`src/rtl/warp_imem_responder_pkg.sv`:
```
// Shared widths, reset defaults and request-entry layout for the warp
// instruction-memory responder.
`timescale 1ns/1ps
package warp_imem_responder_pkg;

  localparam int ADDR_W    = 39;
  localparam int DATA_W    = 64;
  localparam int DW_ADDR_W = ADDR_W - 3;

  localparam logic [ADDR_W-1:0] BASE_ADDR_DEFAULT = 39'h40_0000_0000;

  typedef struct packed {
    logic                 in_range;
    logic [DW_ADDR_W-1:0] dw_addr;
  } req_entry_t;

  localparam int ENTRY_W = $bits(req_entry_t);

  // Unsigned offset test; an address below base wraps to a huge offset.
  function automatic logic addr_in_range(
    input logic [ADDR_W-1:0] addr,
    input logic [ADDR_W-1:0] base,
    input int                size_log2
  );
    logic [ADDR_W-1:0] off;
    off = {addr[ADDR_W-1:3], 3'b000} - base;
    if (size_log2 >= ADDR_W) return 1'b1;
    return (off >> size_log2) == '0;
  endfunction

endpackage

```
`src/rtl/warp_req_fifo.sv`:
```
// Circular request queue with synchronous clear; a push coincident with
// clear lands in the freshly emptied queue.
`timescale 1ns/1ps
module warp_req_fifo #(
  parameter  int DEPTH = 2,
  parameter  int WIDTH = 8,
  localparam int PW    = (DEPTH > 1) ? $clog2(DEPTH) : 1,
  localparam int CW    = $clog2(DEPTH + 1)
) (
  input  logic             i_clk,
  input  logic             i_rst_n,
  input  logic             i_clr,
  input  logic             i_push,
  input  logic [WIDTH-1:0] i_push_data,
  input  logic             i_pop,
  output logic [WIDTH-1:0] o_pop_data,
  output logic [CW-1:0]    o_count
);

  logic [WIDTH-1:0] mem_q [DEPTH];
  logic [PW-1:0]    wr_ptr_q, wr_ptr_d;
  logic [PW-1:0]    rd_ptr_q, rd_ptr_d;
  logic [PW-1:0]    wr_idx;
  logic [CW-1:0]    count_q, count_d;
  logic             do_push, do_pop;

  function automatic logic [PW-1:0] ptr_inc(input logic [PW-1:0] p);
    if (p == PW'(DEPTH - 1)) return '0;
    return p + PW'(1);
  endfunction

  // A full queue refuses a push even when it is popping in the same cycle.
  assign do_push = i_push & (count_q != CW'(DEPTH));
  assign do_pop  = i_pop & (count_q != '0) & ~i_clr;

  always_comb begin
    wr_idx   = i_clr ? '0 : wr_ptr_q;
    wr_ptr_d = do_push ? ptr_inc(wr_idx) : wr_idx;
    rd_ptr_d = i_clr ? '0 : (do_pop ? ptr_inc(rd_ptr_q) : rd_ptr_q);
    if (i_clr) count_d = CW'(do_push);
    else       count_d = count_q + CW'(do_push) - CW'(do_pop);
  end

  always_ff @(posedge i_clk or negedge i_rst_n) begin
    if (!i_rst_n) begin
      wr_ptr_q <= '0;
      rd_ptr_q <= '0;
      count_q  <= '0;
    end else begin
      wr_ptr_q <= wr_ptr_d;
      rd_ptr_q <= rd_ptr_d;
      count_q  <= count_d;
    end
  end

  always_ff @(posedge i_clk) begin
    if (do_push) mem_q[wr_idx] <= i_push_data;
  end

  assign o_pop_data = mem_q[rd_ptr_q];
  assign o_count    = count_q;

endmodule

```
`src/rtl/warp_imem_responder.sv`:
```
// Instruction-fetch responder: queues fetch reads, forwards in-range ones to
// backing memory, answers out-of-range ones with an error beat, in order.
`timescale 1ns/1ps
module warp_imem_responder
  import warp_imem_responder_pkg::*;
#(
  parameter logic [ADDR_W-1:0] BASE_ADDR = BASE_ADDR_DEFAULT,
  parameter int                SIZE_LOG2 = 16,
  parameter int                QDEPTH    = 2,
  parameter int                MAX_OUTST = 2
) (
  input  logic                 i_clk,
  input  logic                 i_rst_n,
  input  logic                 i_imem_ren,
  input  logic [ADDR_W-1:0]    i_imem_raddr,
  output logic                 o_imem_ready,
  output logic                 o_imem_valid,
  output logic [DATA_W-1:0]    o_imem_rdata,
  output logic                 o_imem_err,
  input  logic                 i_flush,
  output logic                 o_mem_req,
  output logic [DW_ADDR_W-1:0] o_mem_addr,
  input  logic                 i_mem_gnt,
  input  logic                 i_mem_rvalid,
  input  logic [DATA_W-1:0]    i_mem_rdata
);

  localparam int CW = $clog2(QDEPTH + 1);
  localparam int OW = $clog2(MAX_OUTST + 1);

  req_entry_t          push_entry, head;
  logic [ENTRY_W-1:0]  head_raw;
  logic [CW-1:0]       q_count;
  logic                q_empty, q_full;
  logic                push, pop;
  logic                mem_req, grant, err_pop;
  logic                rvalid_eff, drop_beat;
  logic [OW-1:0]       outst_q, outst_d;
  logic [OW-1:0]       drop_q, drop_d;
  logic                valid_q, valid_d;
  logic                err_q, err_d;
  logic [DATA_W-1:0]   rdata_q, rdata_d;

  assign q_empty      = (q_count == '0);
  assign q_full       = (q_count == CW'(QDEPTH));
  assign o_imem_ready = ~q_full;
  assign push         = i_imem_ren & ~q_full;

  always_comb begin
    push_entry          = '0;
    push_entry.in_range = addr_in_range(i_imem_raddr, BASE_ADDR, SIZE_LOG2);
    push_entry.dw_addr  = i_imem_raddr[ADDR_W-1:3];
  end

  warp_req_fifo #(
    .DEPTH (QDEPTH),
    .WIDTH (ENTRY_W)
  ) u_req_fifo (
    .i_clk       (i_clk),
    .i_rst_n     (i_rst_n),
    .i_clr       (i_flush),
    .i_push      (push),
    .i_push_data (push_entry),
    .i_pop       (pop),
    .o_pop_data  (head_raw),
    .o_count     (q_count)
  );

  assign head = req_entry_t'(head_raw);

  // Error entries wait for every in-flight read (dropped or not) so the
  // error beat cannot overtake older data.
  assign mem_req    = ~q_empty & head.in_range & (outst_q != OW'(MAX_OUTST));
  assign grant      = mem_req & i_mem_gnt;
  assign err_pop    = ~q_empty & ~head.in_range & (outst_q == '0);
  assign pop        = grant | err_pop;
  assign rvalid_eff = i_mem_rvalid & (outst_q != '0);
  assign drop_beat  = rvalid_eff & (drop_q != '0);

  assign o_mem_req  = mem_req;
  assign o_mem_addr = mem_req ? head.dw_addr : '0;

  always_comb begin
    outst_d = outst_q;
    unique case ({grant, rvalid_eff})
      2'b10:   outst_d = outst_q + OW'(1);
      2'b01:   outst_d = outst_q - OW'(1);
      default: outst_d = outst_q;
    endcase
  end

  // After a flush every read still in flight belongs to the old stream.
  always_comb begin
    drop_d = drop_q;
    if (i_flush)        drop_d = outst_d;
    else if (drop_beat) drop_d = drop_q - OW'(1);
  end

  always_comb begin
    valid_d = 1'b0;
    err_d   = 1'b0;
    rdata_d = '0;
    if (!i_flush) begin
      if (rvalid_eff && !drop_beat) begin
        valid_d = 1'b1;
        rdata_d = i_mem_rdata;
      end else if (err_pop) begin
        valid_d = 1'b1;
        err_d   = 1'b1;
      end
    end
  end

  always_ff @(posedge i_clk or negedge i_rst_n) begin
    if (!i_rst_n) begin
      outst_q <= '0;
      drop_q  <= '0;
      valid_q <= 1'b0;
      err_q   <= 1'b0;
      rdata_q <= '0;
    end else begin
      outst_q <= outst_d;
      drop_q  <= drop_d;
      valid_q <= valid_d;
      err_q   <= err_d;
      rdata_q <= rdata_d;
    end
  end

  assign o_imem_valid = valid_q;
  assign o_imem_err   = err_q;
  assign o_imem_rdata = rdata_q;

endmodule

```
`config.mk`:
```
export PLATFORM = sky130hd
export DESIGN_NAME = warp_imem_responder
export DESIGN_NICKNAME = d
export VERILOG_FILES = /design/src/rtl/warp_imem_responder_pkg.sv /design/src/rtl/warp_req_fifo.sv /design/src/rtl/warp_imem_responder.sv
export SDC_FILE = /design/constraint.sdc
export NUM_CORES = 1
export LEC_CHECK = 0
export ABC_AREA = 1
export CORE_MARGIN = 1.5
export CORE_UTILIZATION = 50
export CTS_CLUSTER_DIAMETER = 60
export DETAILED_ROUTE_END_ITERATION = 10
export DONT_BUFFER_PORTS = 1
export HOLD_SLACK_MARGIN = 0.05
export PLACE_DENSITY = 0.67
export REMOVE_ABC_BUFFERS = 1
export SLEW_MARGIN = 40
export SYNTH_ARGS = -nofsm -noshare
export SYNTH_HDL_FRONTEND = slang
export SYNTH_SLANG_ARGS = --single-unit
```
`constraint.sdc`:
```
create_clock -name i_clk -period 2.09 [get_ports i_clk]
set_input_delay 0.418 -clock i_clk [delete_from_list [all_inputs] [get_ports i_clk]]
set_output_delay 0.418 -clock i_clk [all_outputs]
set_load 0.02 [all_outputs]
```
### Word level (Yosys, flattened, before mapping)

Memory sizes are Yosys's and may differ from the RTL's.
Index checks and enable logic that the tools add are counted.

| cells by class | value |
|---|---|
| equality and inequality tests | 5 |
| $add $sub $neg | 8 |
| bitwise gates (word level) | 16 |
| mux-type cells | 24 |
| reductions and logical operators | 10 |

Operator list:

| operator | count |
|---|---|
| 64-bit two-way mux | 2 |
| 39-bit logical NOT | 1 |
| 39-bit subtractor, second input constant | 1 |
| 36-bit two-way mux | 1 |
| 1-bit two-way mux | 17 |
| 1-bit AND | 11 |
| 2-bit nonzero test | 5 |
| 2-bit two-way mux | 3 |
| 2-bit equality test, second input constant | 2 |
| 2-bit logical NOT | 2 |
| 2-bit inequality test, second input constant | 2 |
| 1-bit NOT | 4 |
| 2-bit case mux with 2 select lines | 1 |
| 2-bit by 1-bit subtractor with 2-bit output, second input constant | 2 |
| 1-bit adder, second input constant | 2 |
| 2-bit by 1-bit adder with 2-bit output | 1 |
| 2-bit by 1-bit adder with 2-bit output, second input constant | 1 |
| 2-bit by 1-bit equality test with 1-bit output, second input constant | 1 |
| 2-bit by 1-bit subtractor with 2-bit output | 1 |
| 1-bit logical AND | 1 |
| 1-bit logical NOT | 1 |
| 1-bit OR | 1 |

| storage, ports and cells | value |
|---|---|
| output and inout bits | 104 |
| bits in registers | 74 |
| word-level logic and storage cells | 72 |
| RAM bits | 74 |
| memories kept | 1 |

Memory list:

| memory | words | width | read ports | clocked after memory_dff | write ports | RTL line | RTL |
|---|---|---|---|---|---|---|---|
| u_req_fifo.mem_q | 2 | 37 | 1 | 0 | 1 | warp_req_fifo.sv:20 | `logic [WIDTH-1:0] mem_q [DEPTH];` |

### Longest topological paths before layout

Gate-level depths: netlist of run 1.

| depth | value |
|---|---|
| depth after elaboration | 10 |
| gate-level depth with buffers | 12 |
| gate-level depth less buffers | 12 |

### By module

Synthesis of run 1 repeated with hierarchy kept, for this count alone.

| unflattened totals | value |
|---|---|
| cells, all modules | 573 |
| area total of the unflattened synthesis | 5950.7 sq um |

By module, submodules not included:

| module | times used | area an instance (sq um) | sequential area each (sq um) | cells an instance |
|---|---|---|---|---|
| warp_imem_responder | 1 | 2989.1 | 1751.7 | 347 |
| warp_req_fifo | 1 | 2961.6 | 2322.2 | 226 |

### Least setup slack after synthesis of run 1

OpenSTA, ideal clock, no wires.

| timing path | value |
|---|---|
| kind | input to register |
| start | in i_imem_ren |
| end | mem u_req_fifo.mem_q[0][0] in the netlist's numbering, enable pin |
| stages on the path | 2 |
| buffers on the path | 0 |
| slack | -96 ps |
| setup time | 398 ps |
| data arrival time | 1788 ps |
| cell sequence | a21boi_0 > ha_1 |

| between the ends | value |
|---|---|
| word-level cells in the longest chain between the ends | 4 |

RTL lines:

| element | RTL line | RTL |
|---|---|---|
| start: declaration | warp_imem_responder.sv:14 | `input logic i_imem_ren,` |
| 1-bit AND | warp_imem_responder.sv:47 | `assign push = i_imem_ren & ~q_full;` |
| 1-bit AND | warp_req_fifo.sv:33 | `assign do_push = i_push & (count_q != CW'(DEPTH));` |
| 1-bit two-way mux | warp_req_fifo.sv:57 | `if (do_push) mem_q[wr_idx] <= i_push_data;` |
| 1-bit two-way mux (not written as such) | warp_req_fifo.sv:57 |  |
| end: declaration | warp_req_fifo.sv:20 |  |

Every way passes these cells.

### Worst setup path after layout of run 1

| timing path | value |
|---|---|
| start | reg outst_q[1] |
| end | out o_mem_addr[25] |

| between the ends | value |
|---|---|
| word-level cells in the longest chain between the ends | 3 |

RTL lines:

| element | RTL line | RTL |
|---|---|---|
| start: declaration | warp_imem_responder.sv:38 | `logic [OW-1:0] outst_q, outst_d;` |
| start signal: assignment | warp_imem_responder.sv:122 | `outst_q <= outst_d;` |
| 2-bit inequality test | warp_imem_responder.sv:73 | `assign mem_req = ~q_empty & head.in_range & (outst_q != OW'(MAX_OUTST));` |
| 1-bit AND | warp_imem_responder.sv:73 |  |
| 36-bit two-way mux | warp_imem_responder.sv:81 | `assign o_mem_addr = mem_req ? head.dw_addr : '0;` |
| end: declaration | warp_imem_responder.sv:22 | `output logic [DW_ADDR_W-1:0] o_mem_addr,` |

Every way passes these cells.

==> reports/qor.log, run 1 <==
[floorplan] Die Outline Area 0.01269 mm²
[logic_synthesis] warning count from the yosys run 0
[sta] Period Utilization, post-route 1.002
[routing] 1st-pass router iterations 4
[pwr] sequential group share of total power 0.376
[clock_network] clk buf depth 2
[place] Placer Congestion 0.7769
[grt] maximum number of pins on one net before global-route repair 75
[floorplan] number of rows created at floorplan 39
[finish] post-route insts no fill 719
[sta] relative slew slack 0.7437
[grt] number of antenna violations at the first check in global routing 0
[sta] Max Clock Freq 477.4 MHz
[logic_synthesis] post-synthesis share of cell area spent on full adders, half adders and majority gates 0.01249
[pwr] Max VDD drop 614.8 µV
[logic_synthesis] cell count after synthesis 493
[setup_path] critical path startpoint category flip-flop
[logic_synthesis] Compound-Gate Fraction of Synth Area 0.03455
[logic_synthesis] xor/xnor share of the synthesized area 0.004371
[grt] wire length of the first global-routing pass 18.48 mm
[sta] final worst setup slack -4.737 ps
[job] max capacitance violation total 0
[finish] multi-input combinational cell area 0.001769 mm²
[setup_path] cell class contributing the biggest share of worst-path delay flip-flops
[setup_path] worst setup path category flip-flop to output pin
[setup_path] CP Cell Sequence inv_2 > nor2_2 > nor2_4 > nand2_8 > clkbuf_16 > a21oi_4 > buf_6
[pwr] P_sw 3642 µW
[place] cell area reported after detailed placement 0.006487 mm²
[logic_synthesis] number of storage elements in the synthesis netlist 148
[floorplan] Initial Util 0.5197
[floorplan] top-level port count 213
[sta] Setup TNS -4.737 ps
[logic_synthesis] post-synthesis simple-gate area fraction 0.1898
[finish] Final Cell Area 0.007686 mm²
[routing] wire length after detailed routing 12.80 mm
[pwr] internal power summed over all cells 6510 µW
[grt] via count of the first global-routing pass 3590
[sta] post-route minimum period 2095 ps
[sta] Worst Max-Slew Pin Slew 384.4 ps
[worst_hold_path] Hold WC Path Type input pin to flip-flop
[floorplan] core outline area 0.01156 mm²
[place] number of cells in the design after placement 670
[sta] Setup Skew 17.58 ps
[pwr] Power Dens Cells 1321 mW/mm²
[place] input/output buffers 0
[logic_synthesis] number of distinct standard cells referenced by the synthesized netlist 25
[finish] signed area change from the synthesized netlist to the final layout 27.87%
[sta] RSZ-0062 raised after global routing yes
[logic_synthesis] main combinational cell family by area after synthesis simple AND/OR/NAND/NOR gates
[clock_network] Inserted Clock Buffers 17
[finish] final-layout fill cell count 816
[routing] vias per cell 5.036
[logic_synthesis] proportion of synthesized chip area in sequential cells 0.6778
[clock_network] TritonCTS sink count 148
[sta] Slew Viols, Final 0
[floorplan] die span in y 112.6 µm
[pwr] leakage power 0.003421 µW
[finish] fraction of layout cells with a size suffix above 1 0.3524
[setup_path] endpoint type of the worst setup path output pin
[routing] Via Count 3621
[grt] Total Routing Usage GR 0.1946
[clock_network] root buf cell sky130_fd_sc_hd__clkbuf_16
[setup_path] slowest stage delay, CP 400 ps
[pwr] Combinational Power Share 0.329
[run_status] result of the run finished with violations
[finish] number of nets in the layout 678
[pwr] sw frac 0.3587
[sta] total count of hold-check failures in the final report 0
[finish] antenna diode instance count 0
[setup_path] buffers plus inverters on the worst setup path 3
[setup_path] worst endpoint data arrival time 1680 ps
[setup_path] Critical Path Fanout Max 7
[grt] global-route congestion overflow total 0
[finish] combined flip-flop and latch cell area 0.004075 mm²
[sta] final-layout worst hold slack 93.69 ps
[setup_path] CP Data Required Time 1670 ps
[clock_network] clock-pin transition on the worst setup and hold timing paths 70 ps
[routing] detailed router's first-iteration violation count 246
[sta] count of endpoints failing setup in the final report 1
[routing] remaining number of nets flagged by the antenna check after routing 0
[routing] average wire length per cell after detail routing 17.81 µm
[logic_synthesis] syn avg cell area 12.19 µm²
[routing] final routed DRC violation total 0
[logic_synthesis] post-synthesis cell area 0.006011 mm²
[floorplan] Die X 112.6 µm
[place] worst slack at placement 192.8 ps
[clock_network] clock latency reported for the late side of the worst-skew pair 410 ps
[clock_network] CTS H-tree lvls 4
[pwr] Clk network pwr share 0.295
[run_status] failing checks setup timing
[clock_network] clock tree from TritonCTS built
[setup_path] critical-path cell with the highest stage delay sky130_fd_sc_hd__dfrtp_1
[place] HPWL after DPL 8.302 mm
[logic_synthesis] post-synthesis mux area share 0
per-layer routing:
layer,wire [µm],global-route usage,vias to the layer above
met5,0,0,-
met4,302,0.08101,0
met3,1335,0.1015,23
met2,6439,0.3167,181
met1,4726,0.2153,1740
li1,-,-,1677
path summary, 6_finish.rpt:
path | end | depth (start not counted) | slack, ps | startpoint
max | o_mem_addr[25] | 7 | -5 | outst_q[1]
min | u_req_fifo.mem_q[1][5] | 0 | 90 | i_imem_raddr[8]
max reg2reg | u_req_fifo.o_count[1] | 11 | 110 | u_req_fifo.o_count[1]
min reg2reg | drop_q[0] | 2 | 510 | drop_q[0]
max in group asynchronous | u_req_fifo.rd_ptr_q | 2 | 1220 | i_rst_n
min in group asynchronous | o_imem_rdata[18] | 2 | 560 | i_rst_n
worst register-to-register path, stage by stage, from the launching register on:
cell and delay, ps:
sky130_fd_sc_hd__dfrtp_1 400, sky130_fd_sc_hd__nor2_2 180, sky130_fd_sc_hd__nor2_4 90, sky130_fd_sc_hd__buf_4 140, sky130_fd_sc_hd__buf_4 120, sky130_fd_sc_hd__nand3_2 100
sky130_fd_sc_hd__a21oi_1 90, sky130_fd_sc_hd__ha_1 280, sky130_fd_sc_hd__inv_1 40, sky130_fd_sc_hd__ha_1 180, sky130_fd_sc_hd__xor2_1 160, sky130_fd_sc_hd__nor2_1 110
cells in the final DEF, fill, tap and decap left out, types with 2 or more instances in the layout:
| cell type | netlist | final |
|---|---|---|
| sky130_fd_sc_hd__nand2_1 | 99 | 97 |
| sky130_fd_sc_hd__inv_1 | 82 | 80 |
| sky130_fd_sc_hd__edfxtp_1 | 74 | 74 |
| sky130_fd_sc_hd__dfrtp_1 | 74 | 73 |
| sky130_fd_sc_hd__nor2_4 | 51 | 52 |
| sky130_fd_sc_hd__buf_4 | 1 | 38 |
| sky130_fd_sc_hd__nor2_1 | 29 | 27 |
| sky130_fd_sc_hd__a21oi_2 | 0 | 20 |
| sky130_fd_sc_hd__clkbuf_16 | 0 | 20 |
| sky130_fd_sc_hd__buf_6 | 1 | 19 |
| sky130_fd_sc_hd__a21oi_4 | 0 | 16 |
| sky130_fd_sc_hd__buf_12 | 5 | 7 |
| sky130_fd_sc_hd__inv_8 | 0 | 5 |
| sky130_fd_sc_hd__nand4_1 | 4 | 4 |
| sky130_fd_sc_hd__inv_6 | 0 | 4 |
| sky130_fd_sc_hd__clkinv_4 | 0 | 4 |
| sky130_fd_sc_hd__nand3_1 | 4 | 3 |
| sky130_fd_sc_hd__o21ai_0 | 3 | 3 |
| sky130_fd_sc_hd__ha_1 | 6 | 3 |
| sky130_fd_sc_hd__nor2_2 | 1 | 2 |
| sky130_fd_sc_hd__inv_2 | 1 | 2 |
| sky130_fd_sc_hd__xor2_1 | 2 | 2 |
| sky130_fd_sc_hd__nor4_1 | 2 | 2 |
| sky130_fd_sc_hd__ha_2 | 0 | 2 |
| sky130_fd_sc_hd__dlygate4sd3_1 | 0 | 2 |
kinds of logic after synthesis:
| family | count (synthesis) |
|---|---|
| simple gates | 193 |
| flops | 148 |
| buf+inv | 102 |
| compound gates | 41 |
| fa+ha+maj | 6 |
| xor+xnor | 3 |
repair_timing:
| item | 4_1_cts | 5_1_grt |
|---|---|---|
| gates cloned | 0 | 4 |
| hold endpoints to repair | 74 | 2 |
| resized for setup | 13 | 77 |
| hold buffers | 2 | 1 |
| setup buffers | 3 | 9 |
| pin swaps | 1 | 3 |
| endpoints found under the setup margin | 37 | 39 |
power groups by stage:
stage / logic, µW / clock network [µW] / registers, µW
after floorplan: 1470 / 0 / 3880
after global placement: 2270 / 0 / 3850
after detailed placement: 2340 / 0 / 3870
after CTS: 2480 / 3060 / 3810
after global routing: 3580 / 3180 / 3850
final: 3340 / 2990 / 3820
Yosys cell counts:
cell	instances	area, µm²
sky130_fd_sc_hd__nor2_1	29	108.9
sky130_fd_sc_hd__edfxtp_1	74	2222
sky130_fd_sc_hd__nand3_1	4	20.02
sky130_fd_sc_hd__buf_2	9	45.04
sky130_fd_sc_hd__o21ai_0	3	15.01
sky130_fd_sc_hd__nand4_1	4	25.02
sky130_fd_sc_hd__a21boi_0	1	7.510
sky130_fd_sc_hd__buf_6	1	11.26
sky130_fd_sc_hd__nand2_2	1	6.260
sky130_fd_sc_hd__ha_1	6	75.07
sky130_fd_sc_hd__nor2_4	51	574.3
sky130_fd_sc_hd__a21oi_1	37	185.2
sky130_fd_sc_hd__clkbuf_1	3	11.26
sky130_fd_sc_hd__inv_2	1	3.750
sky130_fd_sc_hd__xnor2_1	1	8.760
sky130_fd_sc_hd__dfrtp_1	74	1852
sky130_fd_sc_hd__nor2_2	1	6.260
sky130_fd_sc_hd__or2_2	1	6.260
sky130_fd_sc_hd__buf_12	5	100.1
sky130_fd_sc_hd__buf_4	1	7.510
sky130_fd_sc_hd__nand2_1	99	371.6
sky130_fd_sc_hd__inv_1	82	307.8
sky130_fd_sc_hd__nand3_2	1	10.01
sky130_fd_sc_hd__nor4_1	2	12.51
sky130_fd_sc_hd__xor2_1	2	17.52
sequential cells by signal (all words and copies together), names as in the netlist:
| register | cells |
|---|---|
| u_req_fifo.wr_ptr_q | 1 |
| o_imem_err | 1 |
| u_req_fifo.rd_ptr_q | 1 |
| o_imem_rdata | 64 |
| o_imem_valid | 1 |
| outst_q | 2 |
| drop_q | 2 |
| u_req_fifo.mem_q | 74 |
| u_req_fifo.o_count | 2 |
per-stage QoR:
stage          utilization  total power, µW
6_report            0.6646            10150
5_1_grt             0.6646            10610
4_1_cts             0.6201             9357
3_5_place_dp        0.5610             6202
3_3_place_gp        0.5610             6129
2_1_floorplan            -             5350
area by class of cell:
type	instances	share of cell area
Clock inverter	15	0.02100
Tap cell	143	0.02328
Inverter	83	0.04086
Multi-Input combinational cell	243	0.2302
Timing Repair Buffer	70	0.09914
Clock buffer	17	0.05535
Sequential cell	148	0.5302
Note: power is estimated with default switching activity, not from simulation.
==> run 2, diff against run 1 <==
--- a/config.mk
+++ b/config.mk
@@ -6,6 +6,7 @@
 export NUM_CORES = 1
 export LEC_CHECK = 0
 export ABC_AREA = 1
+export CORE_ASPECT_RATIO = 0.8
 export CORE_MARGIN = 1.5
 export CORE_UTILIZATION = 50
 export CTS_CLUSTER_DIAMETER = 60
==> run 2 against run 1 <==
  * Clock power increased by 2%
  * The run now ends clean
  * Hold slack got worse by 25 ps
  * Highest routed layer unchanged
  * Global-route usage decreased by 0.94 points
  * Clock-buffer cell count unchanged
  * Largest power group unchanged
  * Total power decreased by 1.0%
  * Register-to-register slack improved by 180 ps
  * Cell count decreased by 2.9%
  * Cell area decreased by 1.8%
  * Utilization decreased by 1.4 points
  * Die area about the same
  * Via count decreased by 1.8%
  * Sequential cell count unchanged
==> reports/qor.log, run 2 (synthesis gave the netlist of run 1 again) <==
[floorplan] Initial Util 0.5180
[grt] maximum number of pins on one net before global-route repair 75
[finish] most frequent standard cell in the layout excluding fill and tap cells sky130_fd_sc_hd__nand2_1
[clock_network] clk buf depth 2
[sta] total count of hold-check failures in the final report 0
[floorplan] top-level port count 213
[routing] vias per cell 5.093
[place] Placer Congestion 0.7497
[finish] signed area change from the synthesized netlist to the final layout 25.62%
[worst_hold_path] Hold WC Path Type input pin to flip-flop
[finish] Final Cell Area 0.007551 mm²
[floorplan] number of rows created at floorplan 35
[setup_path] reg2reg path depth 10
[setup_path] Worst Setup SP outst_q[1]
[pwr] internal power summed over all cells 6442 µW
[setup_path] Critical Path Fanout Max 5
[sta] Period Utilization, post-route 0.9972
[routing] wire length after detailed routing 12.59 mm
[job] max capacitance violation total 0
[finish] most frequent cells in the layout sky130_fd_sc_hd__nand2_1 (98), sky130_fd_sc_hd__inv_1 (80), sky130_fd_sc_hd__edfxtp_1 (74), sky130_fd_sc_hd__dfrtp_1 (73), sky130_fd_sc_hd__nor2_4 (53)
[clock_network] clock tree from TritonCTS built
[floorplan] Die Outline Area 0.01269 mm²
[floorplan] core outline area 0.01160 mm²
[clock_network] Inserted Clock Buffers 17
[pwr] sw frac 0.3588
[setup_path] endpoint type of the worst setup path output pin
[setup_path] worst setup path category flip-flop to output pin
[pwr] sequential group share of total power 0.380
[finish] number of nets in the layout 652
[sta] Worst Max-Slew Pin Slew 525.6 ps
[finish] max reg flops 74
[pwr] Clk network pwr share 0.303
[finish] antenna diode instance count 0
[setup_path] critical path startpoint category flip-flop
[sta] Slew Viols, Final 0
[routing] remaining number of nets flagged by the antenna check after routing 0
[clock_network] clock latency reported for the late side of the worst-skew pair 410 ps
[routing] average wire length per cell after detail routing 18.04 µm
[sta] Setup Skew 9.233 ps
[grt] Total Routing Usage GR 0.1853
[setup_path] flop-to-flop setup slack 290 ps
[clock_network] TritonCTS sink count 148
[routing] final routed DRC violation total 0
[sta] post-route minimum period 2084 ps
[finish] fraction of layout cells with a size suffix above 1 0.3182
[setup_path] worst endpoint data arrival time 1670 ps
[pwr] leakage power 0.003288 µW
[clock_network] clock-pin transition on the worst setup and hold timing paths 60 ps
[pwr] P_sw 3605 µW
[routing] Via Count 3555
[pwr] Combinational Power Share 0.317
[place] input/output buffers 0
[pwr] overall power consumption 10050 µW
[routing] detailed router's first-iteration violation count 168
[floorplan] die span in y 101.1 µm
[grt] via count of the first global-routing pass 3499
[finish] Top reg by flops u_req_fifo.mem_q
[run_status] result of the run complete, no violations
[clock_network] root buf cell sky130_fd_sc_hd__clkbuf_16
[setup_path] endpoint of the lowest-slack register-to-register path u_req_fifo.o_count[1]
[sta] count of endpoints failing setup in the final report 0
[setup_path] worst reg2reg path startpoint outst_q[1]
[routing] 1st-pass router iterations 4
[setup_path] CP Data Required Time 1670 ps
[setup_path] endpoint of the most critical setup path o_mem_addr[29]
[clock_network] CTS H-tree lvls 4
[sta] Max Clock Freq 479.8 MHz
[grt] wire length of the first global-routing pass 17.88 mm
[floorplan] Die X 125.6 µm
[pwr] Power Dens Cells 1331 mW/mm²
[pwr] Max VDD drop 911.0 µV
[place] cell area reported after detailed placement 0.006364 mm²
[sta] relative slew slack 0.6496
[place] HPWL after DPL 7.942 mm
[sta] RSZ-0062 raised after global routing yes
[grt] global-route congestion overflow total 0
[grt] number of antenna violations at the first check in global routing 0
==> run 2: changes by cell type in the layout (fill, tap and decap cells not counted), moves of 2 or more <==
cell,change
sky130_fd_sc_hd__clkinvlp_4,+2
sky130_fd_sc_hd__buf_6,-5
sky130_fd_sc_hd__inv_8,-2
sky130_fd_sc_hd__a21oi_2,-9
sky130_fd_sc_hd__clkinv_4,-3
sky130_fd_sc_hd__a21oi_4,+9
sky130_fd_sc_hd__buf_4,-21
sky130_fd_sc_hd__clkinvlp_2,+2
==> run 2: timing repair <==
item                                    in CTS  in global routing
cloned                                       1                  3
pin swaps                                    0                  2
gates resized for setup                     19                 70
hold buffers                                 2                  0
setup buffers                                2                  2
hold endpoints to repair                    74                  0
endpoints found under the setup margin      32                 37
==> run 2: critical path, cell delays in order, from the launching register on <==
cell and delay, ps:
sky130_fd_sc_hd__dfrtp_1 380, sky130_fd_sc_hd__inv_2 80, sky130_fd_sc_hd__nor2_2 50, sky130_fd_sc_hd__nor2_4 180
sky130_fd_sc_hd__nand2_8 120, sky130_fd_sc_hd__clkbuf_16 180, sky130_fd_sc_hd__a21oi_2 130, sky130_fd_sc_hd__buf_6 140
==> run 2: routing by layer <==
| layer | up-vias | wire length [µm] | GRT usage |
|---|---|---|---|
| li1 | 1628 | - | - |
| met1 | 1806 | 4939 | 0.2180 |
| met3 | 14 | 662 | 0.06157 |
| met4 | 0 | 193 | 0.06993 |
| met5 | - | 0 | 0 |
| met2 | 107 | 6796 | 0.3190 |
==> run 2: worst min-delay path by stage <==
stage | cells past startpoint | end | slack, ps | startpoint
final | 1 | o_imem_err | 70 | i_flush
after global routing | 1 | o_imem_err | 60 | i_flush
after CTS | 1 | o_imem_err | 50 | i_flush
after detailed placement | 0 | o_imem_rdata[39] | 120 | i_rst_n
after global placement | 0 | o_imem_rdata[39] | 120 | i_rst_n
after floorplan | 0 | drop_q[0] | 120 | i_rst_n
==> run 2: power groups by stage <==
stage	clock network (µW)	logic, µW	registers, µW
2_1_floorplan	0	1470	3880
3_3_place_gp	0	2150	3850
3_5_place_dp	0	2220	3860
4_1_cts	3110	2460	3810
5_1_grt	3210	3420	3850
6_report	3050	3180	3820
==> run 2: area by class of cell <==
class,count,area (µm²)
sequential,148,4075
fill,892,4054
multi-input combinational,243,1817
timing repair buffer,44,565.5
clock buffer,17,425.4
inverter,83,311.5
tap,148,185.2
clock inverter,15,171.4
==> run 2: metrics by stage <==
stage / hold WS [ps] / setup TNS [ps] / util / setup WS (ps) / cells
finish: 68.61 / 0 / 0.6507 / 5.781 / 698
global route: 61.12 / -1299 / 0.6507 / -72.45 / 698
CTS: 51.73 / -314.4 / 0.6120 / -71.99 / 693
detailed placement: 123.5 / 0 / 0.5484 / 321.6 / 656
global placement: 123.8 / 0 / 0.5484 / 345.1 / 656
floorplan: 122.4 / -93970 / - / -942.8 / 474
==> run 3, diff against run 2 <==
--- a/config.mk
+++ b/config.mk
@@ -13,7 +13,7 @@
 export DETAILED_ROUTE_END_ITERATION = 10
 export DONT_BUFFER_PORTS = 1
 export HOLD_SLACK_MARGIN = 0.05
-export PLACE_DENSITY = 0.67
+export PLACE_DENSITY = 0.68
 export REMOVE_ABC_BUFFERS = 1
 export SLEW_MARGIN = 40
 export SYNTH_ARGS = -nofsm -noshare
==> run 3 against run 2 <==
  * Sequential cell count is the same
  * Sequential share of layout area grew 2.6 points
  * Clock-buffer cell count is the same
  * Combinational power shrank 17%
  * Utilization shrank 3.0 points
  * Critical path type unchanged
  * Clock power shrank 3%
  * Sequential power is essentially flat
  * Worst setup slack gained 31 ps
  * Routed wire length shrank 5.7%
  * Cell count is the same
  * Global-route usage grew 0.21 points
  * Cell area shrank 4.6%
==> reports/qor.log, run 3 (synthesis gave the netlist of run 1 again) <==
[grt] Total Routing Usage GR 0.1873
[clock_network] CTS H-tree lvls 4
[routing] remaining number of nets flagged by the antenna check after routing 0
[finish] final design utilization 0.6209
[grt] wire length of the first global-routing pass 18.17 mm
[place] input/output buffers 0
[routing] detailed router's first-iteration violation count 179
[floorplan] top-level port count 213
[setup_path] Critical Path Fanout Max 18
[place] worst slack at placement 246.8 ps
[grt] number of antenna violations at the first check in global routing 0
[setup_path] CP Data Required Time 1670 ps
[clock_network] root buf cell sky130_fd_sc_hd__clkbuf_16
[clock_network] clock-pin transition on the worst setup and hold timing paths 70 ps
[setup_path] critical path startpoint category flip-flop
[finish] most frequent cells in the layout sky130_fd_sc_hd__nand2_1 (98), sky130_fd_sc_hd__inv_1 (80), sky130_fd_sc_hd__edfxtp_1 (74), sky130_fd_sc_hd__dfrtp_1 (73), sky130_fd_sc_hd__nor2_4 (52)
[routing] vias per cell 4.947
[job] max capacitance violation total 0
[finish] max reg flops 74
[finish] Top reg by flops u_req_fifo.mem_q
[sta] final worst setup slack 36.32 ps
[place] number of cells in the design after placement 655
[floorplan] core outline area 0.01160 mm²
[sta] RSZ-0062 raised after global routing yes
[floorplan] number of rows created at floorplan 35
[clock_network] clk buf depth 2
[grt] maximum number of pins on one net before global-route repair 75
[setup_path] worst setup path category flip-flop to output pin
[pwr] leakage power 0.003229 µW
[sta] Max Clock Freq 486.9 MHz
[place] Placer Congestion 0.7230
[place] HPWL after DPL 7.621 mm
[clock_network] clock latency reported for the late side of the worst-skew pair 420 ps
[sta] count of endpoints failing setup in the final report 0
[finish] number of nets in the layout 652
[finish] post-route insts no fill 698
[clock_network] Inserted Clock Buffers 17
[finish] fraction of layout cells with a size suffix above 1 0.3000
[pwr] overall power consumption 9395 µW
[sta] post-route minimum period 2054 ps
[sta] Period Utilization, post-route 0.9826
[finish] final-layout fill cell count 896
[sta] Setup Skew 9.167 ps
[pwr] Max VDD drop 611.1 µV
[finish] antenna diode instance count 0
[setup_path] flop-to-flop setup slack 150 ps
[routing] Via Count 3453
[sta] total count of hold-check failures in the final report 0
[pwr] Power Dens Cells 1304 mW/mm²
[clock_network] clock tree from TritonCTS built
[routing] final routed DRC violation total 0
[grt] via count of the first global-routing pass 3489
[routing] wire length after detailed routing 11.87 mm
[floorplan] die span in y 101.1 µm
[setup_path] worst endpoint data arrival time 1640 ps
[routing] average wire length per cell after detail routing 17.01 µm
[sta] relative slew slack 0.7610
[setup_path] endpoint type of the worst setup path output pin
[grt] global-route congestion overflow total 0
[finish] signed area change from the synthesized netlist to the final layout 19.88%
[worst_hold_path] Hold WC Path Type input pin to flip-flop
[sta] Slew Viols, Final 0
[floorplan] Die X 125.6 µm
[floorplan] Die Outline Area 0.01269 mm²
[routing] 1st-pass router iterations 4
[finish] most frequent standard cell in the layout excluding fill and tap cells sky130_fd_sc_hd__nand2_1
[sta] Worst Max-Slew Pin Slew 358.6 ps
[run_status] result of the run complete, no violations
[floorplan] Initial Util 0.5180
[clock_network] TritonCTS sink count 148
run 3: cell types whose count changed in the layout (fill, tap and decap cells not counted), sizes merged:
cell         before  now
bufinv            2    0
clkinvlp          4    1
inv              91   96
clkbuf           20   19
dlygate4sd3       1    2
run 3: final timing paths:
check                                     from                 endpoint  cells after the start
setup / recovery           u_req_fifo.rd_ptr_q           o_mem_addr[26]                      6
hold / removal                i_imem_raddr[13]  u_req_fifo.mem_q[1][10]                      0
setup reg to reg           u_req_fifo.rd_ptr_q    u_req_fifo.o_count[1]                     12
hold reg to reg                      drop_q[0]                drop_q[0]                      2
max in group asynchronous              i_rst_n         o_imem_rdata[60]                      2
min in group asynchronous              i_rst_n               o_imem_err                      2
run 3: cell type report:
class	count	area, µm²	share of cell area
clock buffer	17	425.4	0.05904
sequential	148	4075	0.5655
inverter	83	311.5	0.04324
clock inverter	15	152.6	0.02118
tap	148	185.2	0.02570
timing repair buffer	44	464.2	0.06442
multi-input combinational	243	1592	0.2209
run 3: power by group:
part / internal, µW / total [µW] / switching [µW]
Sequential: 3500 / 3820 / 321
Clock: 1600 / 2950 / 1350
Combinational: 910 / 2630 / 1720
run 3: per-stage QoR:
stage | TNS (ps) | hold WS, ps | cell area (µm²)
after floorplan | -93970 | 122.4 | 5836
after global placement | 0 | 123.6 | 6344
after detailed placement | 0 | 123.5 | 6344
after CTS | 0 | 71.69 | 7069
after global routing | -804.6 | 64.35 | 7206
final | 0 | 92.70 | 7206
run 3: what timing repair did:
item | CTS | global route
hold buffers | 3 | 0
gates resized for setup | 23 | 16
endpoints found under the setup margin | 36 | 33
buffers inserted | 3 | 3
endpoints found under the hold margin | 76 | 0
cloned | 0 | 2
pin swaps | 0 | 1
run 3: per-layer routing:
layer	GRT usage	vias to the layer above	routed length [µm]
li1	-	1627	-
met1	0.2238	1702	4731
met2	0.3144	107	6255
met3	0.06210	17	673
met4	0.07955	0	209
met5	0	-	0
run 3: worst max-delay path, stage by stage (launching register included):
cell                        delay [ps]
sky130_fd_sc_hd__dfrtp_1           430
sky130_fd_sc_hd__inv_2              70
sky130_fd_sc_hd__nand2_1            60
sky130_fd_sc_hd__nand2_2            80
sky130_fd_sc_hd__nand2_2           100
sky130_fd_sc_hd__clkbuf_16         220
sky130_fd_sc_hd__a21oi_2           260
